## config.mk

```make
export PLATFORM = sky130hd
export DESIGN_NAME = pattern_seq_flat
export DESIGN_NICKNAME = d
export VERILOG_FILES = /design/src/rtl/pattern_seq_if.sv /design/src/rtl/pattern_seq.sv /design/src/flat_wrapper.sv
export SDC_FILE = /design/constraint.sdc
export NUM_CORES = 1
export LEC_CHECK = 0
export CAP_MARGIN = 5
export CORE_MARGIN = 2
export CORE_UTILIZATION = 50
export CTS_CLUSTER_SIZE = 8
export DETAILED_ROUTE_END_ITERATION = 8
export HOLD_SLACK_MARGIN = 0.1
export MAX_ROUTING_LAYER = met4
export PLACE_DENSITY = 0.8
export SLEW_MARGIN = 10
export SYNTH_ARGS = -nofsm -noshare
export SYNTH_HDL_FRONTEND = slang
export SYNTH_SLANG_ARGS = --single-unit
```

## constraint.sdc

```tcl
create_clock -name clk -period 4.65 [get_ports clk]
set_input_delay 0.6975 -clock clk [delete_from_list [all_inputs] [get_ports clk]]
set_output_delay 0.6975 -clock clk [all_outputs]
set_load 0.01 [all_outputs]
```

## src/rtl/pattern_seq_if.sv

```systemverilog
// Control, seed and LED-bus bundle for the pattern sequencer.
// The master drives the control and seed inputs, and the slave returns the two LED patterns and the status flags.
interface pattern_seq_if;
    logic       start;
    logic       stop;
    logic       hold;
    logic [1:0] mode;
    logic [7:0] seed1;
    logic [7:0] seed2;
    logic [7:0] Q1;
    logic [7:0] Q2;
    logic       busy;
    logic       done;

    modport master (
        output start, stop, hold, mode, seed1, seed2,
        input  Q1, Q2, busy, done
    );

    modport slave (
        input  start, stop, hold, mode, seed1, seed2,
        output Q1, Q2, busy, done
    );
endinterface

```

## src/rtl/pattern_seq.sv

```systemverilog
// Dual 8-bit rotating LED pattern sequencer.
// A run starts from latched seeds and advances both channels once every PRESCALE clocks.
// It rotates them in one of four modes, and it ends after STEPS steps or, when STEPS is 0, only on stop.
module pattern_seq #(
    parameter int PRESCALE = 4,
    parameter int STEPS    = 8
) (
    input  logic          clk,
    input  logic          areset,
    pattern_seq_if.slave  bus
);

    typedef enum logic [1:0] {IDLE, RUN, PAUSE} state_t;

    localparam logic [15:0] PRESC_MAX    = 16'(PRESCALE - 1);
    localparam logic [7:0]  STEPS_END    = 8'(STEPS);
    localparam logic        STEPS_FINITE = (STEPS != 0);

    state_t      state_q, state_d;
    logic [15:0] presc_q, presc_d;
    logic [7:0]  step_q, step_d;
    logic [2:0]  dir_cnt_q, dir_cnt_d;
    logic        dir_q, dir_d;
    logic [1:0]  mode_q, mode_d;
    logic [7:0]  q1_q, q1_d;
    logic [7:0]  q2_q, q2_d;
    logic        busy_q, busy_d;
    logic        done_q, done_d;
    logic [7:0]  step_inc;
    logic        tick;

    function automatic logic [7:0] rotl(input logic [7:0] x);
        return {x[6:0], x[7]};
    endfunction

    function automatic logic [7:0] rotr(input logic [7:0] x);
        return {x[0], x[7:1]};
    endfunction

    // Next-state logic. Stop beats everything else, and hold beats a prescaler tick.
    always_comb begin
        state_d   = state_q;
        presc_d   = presc_q;
        step_d    = step_q;
        dir_cnt_d = dir_cnt_q;
        dir_d     = dir_q;
        mode_d    = mode_q;
        q1_d      = q1_q;
        q2_d      = q2_q;
        busy_d    = busy_q;
        done_d    = 1'b0;
        step_inc  = step_q + 8'd1;
        tick      = (presc_q == PRESC_MAX);

        case (state_q)
            IDLE: begin
                if (bus.start && !bus.stop) begin
                    state_d   = RUN;
                    mode_d    = bus.mode;
                    q1_d      = bus.seed1;
                    q2_d      = bus.seed2;
                    presc_d   = 16'd0;
                    step_d    = 8'd0;
                    dir_cnt_d = 3'd0;
                    dir_d     = 1'b0;
                    busy_d    = 1'b1;
                end
            end
            RUN, PAUSE: begin
                if (bus.stop) begin
                    state_d = IDLE;
                    busy_d  = 1'b0;
                end else if (bus.hold) begin
                    state_d = PAUSE;
                end else begin
                    state_d = RUN;
                    if (tick) begin
                        presc_d = 16'd0;
                        step_d  = step_inc;
                        // The bounce direction flips after every 7th step.
                        if (dir_cnt_q == 3'd6) begin
                            dir_cnt_d = 3'd0;
                            dir_d     = ~dir_q;
                        end else begin
                            dir_cnt_d = dir_cnt_q + 3'd1;
                        end
                        case (mode_q)
                            2'b00: begin
                                q1_d = rotl(q1_q);
                                q2_d = rotl(q2_q);
                            end
                            2'b01: begin
                                q1_d = rotr(q1_q);
                                q2_d = rotr(q2_q);
                            end
                            2'b10: begin
                                q1_d = rotl(q1_q);
                                q2_d = rotr(q2_q);
                            end
                            default: begin
                                q1_d = dir_q ? rotr(q1_q) : rotl(q1_q);
                                q2_d = dir_q ? rotl(q2_q) : rotr(q2_q);
                            end
                        endcase
                        if (STEPS_FINITE && (step_inc == STEPS_END)) begin
                            state_d = IDLE;
                            busy_d  = 1'b0;
                            done_d  = 1'b1;
                        end
                    end else begin
                        presc_d = presc_q + 16'd1;
                    end
                end
            end
            default: begin
                state_d = IDLE;
                busy_d  = 1'b0;
            end
        endcase
    end

    // State, counter and output registers. Reset restores the power-on LED pattern.
    always_ff @(posedge clk or negedge areset) begin
        if (!areset) begin
            state_q   <= IDLE;
            presc_q   <= 16'd0;
            step_q    <= 8'd0;
            dir_cnt_q <= 3'd0;
            dir_q     <= 1'b0;
            mode_q    <= 2'b00;
            q1_q      <= 8'h01;
            q2_q      <= 8'h66;
            busy_q    <= 1'b0;
            done_q    <= 1'b0;
        end else begin
            state_q   <= state_d;
            presc_q   <= presc_d;
            step_q    <= step_d;
            dir_cnt_q <= dir_cnt_d;
            dir_q     <= dir_d;
            mode_q    <= mode_d;
            q1_q      <= q1_d;
            q2_q      <= q2_d;
            busy_q    <= busy_d;
            done_q    <= done_d;
        end
    end

    assign bus.Q1   = q1_q;
    assign bus.Q2   = q2_q;
    assign bus.busy = busy_q;
    assign bus.done = done_q;

endmodule
```

## src/flat_wrapper.sv

```systemverilog
// flat-port wrapper written by rule: the top's interface ports become plain ports
module pattern_seq_flat 
#(
    parameter int PRESCALE = 4,
    parameter int STEPS    = 8
)
  (clk, areset, bus_start, bus_stop, bus_hold, bus_mode, bus_seed1, bus_seed2, bus_Q1, bus_Q2, bus_busy, bus_done);
  pattern_seq_if bus_i ();
  input  logic clk;
  input  logic areset;
  input wire logic [$bits(bus_i.start)-1:0] bus_start;
  input wire logic [$bits(bus_i.stop)-1:0] bus_stop;
  input wire logic [$bits(bus_i.hold)-1:0] bus_hold;
  input wire logic [$bits(bus_i.mode)-1:0] bus_mode;
  input wire logic [$bits(bus_i.seed1)-1:0] bus_seed1;
  input wire logic [$bits(bus_i.seed2)-1:0] bus_seed2;
  output wire logic [$bits(bus_i.Q1)-1:0] bus_Q1;
  output wire logic [$bits(bus_i.Q2)-1:0] bus_Q2;
  output wire logic [$bits(bus_i.busy)-1:0] bus_busy;
  output wire logic [$bits(bus_i.done)-1:0] bus_done;
  assign bus_i.start = bus_start;
  assign bus_i.stop = bus_stop;
  assign bus_i.hold = bus_hold;
  assign bus_i.mode = bus_mode;
  assign bus_i.seed1 = bus_seed1;
  assign bus_i.seed2 = bus_seed2;
  assign bus_Q1 = bus_i.Q1;
  assign bus_Q2 = bus_i.Q2;
  assign bus_busy = bus_i.busy;
  assign bus_done = bus_i.done;
  pattern_seq #(.PRESCALE(PRESCALE), .STEPS(STEPS)) u_core (.clk(clk), .areset(areset), .bus(bus_i));
endmodule
```

==> impl_metrics.toml, run 1 <==
[placed_design]
gp_congestion = 0.826
io_buffers = 40
placedCellCount = 434
hpwl_um = 4860
post-place-ws_ns = 1.15

[logic_synthesis]
synth_seq_area_share_pct = 40.7
yosysWarnings = 0
ys_ff_latch = 50
synthTopCellsByArea = "dfrtp_1, mux2i_1, nand2_1, a221oi_1, o21ai_0"
synth_most_common_cell = "dfrtp_1"
synth_edf_count = 0
ys.flop_type = "dfrtp_1"
netlist_area_sq_um = 3090
synthTopCellsByCount = "dfrtp_1, nand2_1, o21ai_0"
netlist_instances = 334
yosysUniqueCellTypes = 52
yosys.area.top_type = "dfrtp_1"
synth_top_area_share_pct = 36.4
synth.avg_cell_area_sq_um = 9.26
synthArstFlopShare_pct = 100
synth_fp_nets = 365

[clock_tree]
cts_setup_buffers = 0
cts_tree = "built"
numCtsBuffers = 5
clockBufferDepth = 2
cts_sinks = 50
h-tree-depth = 2
root_buffer = "clkbuf_8"
clk_pin_slew_ns = 0.09
cts_resized = 0
clk_latency_ns = 0.30
holdBufCountCts = 0

[power_and_ir_drop]
power.total_mw = 2.18
vdd_ir_drop_max_v = 0.000482
power.density_nw_per_um2 = 602
total_leakage_power_nw = 1.49

[status]
status = "complete, no violations"

[worst_setup_path]
slowest_stage = "a21o_2"
cp_data_required_time_ns = 4.85
crit_type = "register to register"
cp_cell_sequence = "inv_1, ha_1, buf_4, o21a_1, a211o_1, a21o_2, o21ai_0, a22o_1"
critPathLaunchType = "register"
r2r-start = "u_core.state_q[0]"
startpoint = "u_core.state_q[0]"
timing.rr.end = "u_core.dir_q"
worstRegToRegCells = 8
cp_max_fo = 46
critPathMaxStageDelay_ns = 0.60
r2r_slack_ns = 1.83
critPathCaptureType = "register"
crit_end = "u_core.dir_q"
cp.arrival_ns = 3.02

[detailed_routing]
routed_wl_um = 7000
drt-vias-per-instance = 6.12
avgRoutedWirePerCell_um = 15.8
firstDrtPassIters = 4
drc = 0
ant_nets = 0
first_iter_violations = 147
vias = 2706

[grt]
grt_start_max_net_pins = 51
grt_use_total_pct = 22.7
antenna_found_initial = 0
first_global_vias = 2472
overflow = 0
grt_first_pass_wirelength_um = 11700

[floorplan]
die-area_sq_um = 6830
die_h_um = 82.7
core_sq_um = 5960
start_util_pct = 51.9
io_pins = 41
die_x_um = 82.7
row_count = 28

[final_layout]
diodes = 0
area_delta_synth_final_pct = 17.1
drive_gt1_share_pct = 6.54
fin_cells = 442
nNetsFinal = 397

[flow_run]
maxCapViolCount = 0

[sta]
setup_viol = 0
final_hold_viol_count = 0
fmax_mhz = 354
slew_headroom_pct = 43.0
grt_setup_unrepaired = "false"
worst_pin_slew_ns = 0.854
period_share_pct = 60.7
setup_ws_ns = 1.83
fin_crit_ns = 2.82
tns_ns = 0
slew_viol_final = 0
finClkSkew_ns = 0.00462

[hold_path]
hold_class = "primary input to asynchronous set/reset pin"
-- layer usage --
| metal | share of wire, % | wire [um] | GRT usage [%] | up-vias |
|---|---|---|---|---|
| met5 | 0 | 0 | - | - |
| met2 | 47 | 3320 | 35.3 | 62 |
| met1 | 48 | 3330 | 31.3 | 1331 |
| met4 | 0.56 | 39 | 5.25 | 0 |
| li1 | - | - | - | 1309 |
| met3 | 4.4 | 307 | 4.02 | 4 |
-- stage by stage --
| stage | util (%) | hold slack, ns | cell area (sq um) |
|---|---|---|---|
| floorplan | - | 0.402 | 3090 |
| detailed placement | 59.3 | 0.499 | 3530 |
| CTS | 60.8 | 0.511 | 3620 |
| global route | 60.8 | 0.541 | 3620 |
| finish | 60.8 | 0.485 | 3620 |
| global placement | 59.3 | 0.485 | 3530 |
-- state kept, by name (all words and copies together) (netlist names) --
signal and flops:
u_core.dir_q 1, u_core.mode_q 2, u_core.bus.done 1, u_core.bus.Q2 8
u_core.bus.busy 1, u_core.state_q 2, u_core.presc_q 16, u_core.bus.Q1 8
u_core.step_q 8, u_core.dir_cnt_q 3
-- worst min-delay path by stage --
stage | from | endpoint | slack (ns)
2_1_floorplan | areset | u_core.bus.Q1[1] | 0.40
3_3_place_gp | u_core.bus.Q2[5] | u_core.bus.Q2[5] | 0.49
3_5_place_dp | u_core.bus.Q2[5] | u_core.bus.Q2[5] | 0.50
4_1_cts | areset | u_core.presc_q[9] | 0.51
5_1_grt | u_core.bus.Q2[5] | u_core.bus.Q2[5] | 0.54
6_report | areset | u_core.bus.Q2[0] | 0.48
-- critical path, delay by kind of cell, from the launching register on --
kind,cells,cell delay (ns)
compound gates,5,1.65
flops,1,0.41
fa+ha+maj,1,0.27
buf+inv,2,0.36
-- cell type report --
type / count / area (sq um)
Fill cell: 506 / 2330
Multi-Input combinational cell: 254 / 1720
Sequential cell: 50 / 1260
Timing Repair Buffer: 43 / 418
Tap cell: 75 / 93.8
Clock buffer: 7 / 86.3
Inverter: 12 / 45.0
Clock inverter: 1 / 5.00
-- layout by cell type, fill, tap and decap left out, types with 5 or more instances in the layout --
| cell | n |
|---|---|
| a221oi_1 | 16 |
| dfrtp_1 | 45 |
| dfstp_2 | 5 |
| a21o_1 | 5 |
| xnor2_1 | 5 |
| a21oi_1 | 18 |
| nor2_1 | 16 |
| xor2_1 | 6 |
| nor3_1 | 8 |
| nand2_1 | 38 |
| inv_1 | 10 |
| nand4_1 | 6 |
| a211oi_1 | 7 |
| mux2i_1 | 22 |
| a22o_1 | 8 |
| nand3_1 | 10 |
| ha_1 | 8 |
| clkbuf_8 | 6 |
| o21ai_0 | 27 |
| nand2b_1 | 6 |
| clkdlybuf4s50_1 | 39 |
-- power breakdown --
part / switching, mW / leakage [nW] / internal (mW) / total, mW
Clock: 0.143 / 0.0482 / 0.120 / 0.263
Sequential: 0.190 / 0.652 / 0.571 / 0.761
Combinational: 0.644 / 0.788 / 0.511 / 1.15
Total: 0.977 / 1.49 / 1.20 / 2.18
-- kinds of logic (layout without fill, tap and decap cells) --
logic type                 after synthesis  count (layout)  share of synthesized area (%)
and+or+nand+nor                        107             107                           17.5
adders and majority gates                8               8                           3.24
xor gates and xnor gates                11              11                           3.11
muxes                                   25              25                           8.21
buffers and inverters                   30              63                           3.88
DFF                                     50              50                           40.7
AOI/OAI and AO/OA                      103             103                           23.4
Note: power is estimated with default switching activity, not from simulation.
==> inputs of run 2 (changes only) <==
clock period = 2.9 ns   (was 4.65 ns; I/O delays follow)
==> impl_metrics.toml, run 2 (same netlist as run 1, synthesis figures left out) <==
[status]
status = "complete, no violations"

[grt]
antenna_found_initial = 0
overflow = 0
grt_first_pass_wirelength_um = 11700
grt_use_total_pct = 22.8
grt_start_max_net_pins = 47
first_global_vias = 2408

[final_layout]
registers.top_by_ff_count = "u_core.presc_q"
regArea_sq_um = 1260
layout_common_cells = "dfrtp_1, clkdlybuf4s50_1, nand2_1, o21ai_0, mux2i_1"
largest_register_ffs = 16
diodes = 0
final_common_cell = "dfrtp_1"
fillCellCount = 527
nNetsFinal = 402
drive_gt1_share_pct = 7.26
area_delta_synth_final_pct = 18.4
multi_input_area_sq_um = 1720

[sta]
period_share_pct = 82.2
worst_pin_slew_ns = 0.838
tns_ns = 0
slew_headroom_pct = 44.1
setup_viol = 0
fmax_mhz = 420
final_hold_viol_count = 0
grt_setup_unrepaired = "false"
slew_viol_final = 0
finClkSkew_ns = 0.00388
fin_crit_ns = 2.38

[clock_tree]
numCtsBuffers = 5
h-tree-depth = 2
clk_latency_ns = 0.30
cts_sinks = 50
clockBufferDepth = 2
cts_tree = "built"
root_buffer = "clkbuf_8"
clk_pin_slew_ns = 0.09
cts_resized = 0

[power_and_ir_drop]
power.density_nw_per_um2 = 967
power_frac_seq_pct = 34.8
power.total_mw = 3.54
intPower_mw = 1.96
sw_frac_of_total_pct = 44.7
comb_power_share_pct = 53.5
p_switching_mw = 1.58
vdd_ir_drop_max_v = 0.000697
pwr-share-clk_pct = 11.8
total_leakage_power_nw = 1.51

[worst_setup_path]
cp.arrival_ns = 2.58
r2r-start = "u_core.state_q[0]"
cp_max_fo = 46
worstRegToRegCells = 8
critPathLaunchType = "primary input"
crit_type = "primary input to register"
cp_data_required_time_ns = 3.09
startpoint = "bus_stop"
critPathCaptureType = "register"

[detailed_routing]
drc = 0
drt-vias-per-instance = 6.01
first_iter_violations = 167
ant_nets = 0
vias = 2687
avgRoutedWirePerCell_um = 16.1
firstDrtPassIters = 4
routed_wl_um = 7180

[hold_path]
hold_class = "register to register"
min_from = "u_core.bus.Q2[5]"
hold_path_depth = 2

[placed_design]
gp_congestion = 0.882
hpwl_um = 5210
io_buffers = 40

[floorplan]
io_pins = 41
die_x_um = 82.7
row_count = 28
start_util_pct = 51.9
die_h_um = 82.7
die-area_sq_um = 6830
core_sq_um = 5960

[flow_run]
maxCapViolCount = 0
## run 2: changes by cell type in the layout (fill, tap and decap cells not counted)
| cell | previous run | this run |
|---|---|---|
| a21o_1 | 5 | 6 |
| a21o_2 | 1 | 0 |
| buf_4 | 3 | 7 |
| dlygate4sd3_1 | 0 | 1 |
## run 2: repair_timing
| item | 4_1_cts | 5_1_grt |
|---|---|---|
| setup buffers | 0 | 0 |
| endpoints found under the hold margin | 7 | 0 |
| hold buffers | 1 | 0 |
## run 2: final timing paths
kind                       slack (ns)               end
setup / recovery                 0.52  u_core.step_q[4]
hold reg to reg                  0.51  u_core.bus.Q2[5]
max in group asynchronous        1.71  u_core.bus.Q2[2]
min in group asynchronous        0.55  u_core.bus.Q2[0]
setup reg to reg                 0.55  u_core.step_q[4]
hold / removal                   0.51  u_core.bus.Q2[5]
## run 2: routing by layer
layer  global-route usage [%]  vias to the layer above  share of wire [%]
met4                     6.72                        0                1.6
met5                        -                        -                  0
li1                         -                     1316                  -
met1                     31.4                     1288                 47
met2                     34.9                       71                 48
met3                     3.80                       12                4.0
## run 2: critical path, stage by stage
cell,delay (ns)
clkdlybuf4s50_1,0.54
nand2b_1,0.30
a211o_1,0.45
a21o_1,0.13
buf_4,0.35
o21ai_0,0.16
a22o_1,0.19
## run 2: metrics by stage
step,cell area (sq um),util (%),cells,hold slack [ns],setup slack (ns)
floorplan,3090,-,334,0.139,0.729
global placement,3560,59.8,438,0.335,0.302
detailed placement,3560,59.8,438,0.340,0.203
CTS,3660,61.5,447,0.511,0.515
global route,3660,61.5,447,0.537,0.299
finish,3660,61.5,447,0.513,0.518
## run 2: area by class of cell
| class | instances | area share, % |
|---|---|---|
| well taps | 75 | 2.56 |
| multi-input cells | 254 | 46.9 |
| inverters | 12 | 1.23 |
| clock buffers | 7 | 2.36 |
| flip-flops and latches | 50 | 34.3 |
| repair buffers | 48 | 12.5 |
| clock inverters | 1 | 0.137 |
## run 2: power groups by stage
stage               clock, mW  sequential [mW]  combinational (mW)
global placement            0             1.22                1.84
floorplan                   0             1.17                1.35
detailed placement          0             1.24                1.89
finish                  0.417             1.23                1.89
CTS                     0.430             1.22                1.90
global route            0.459             1.26                2.13
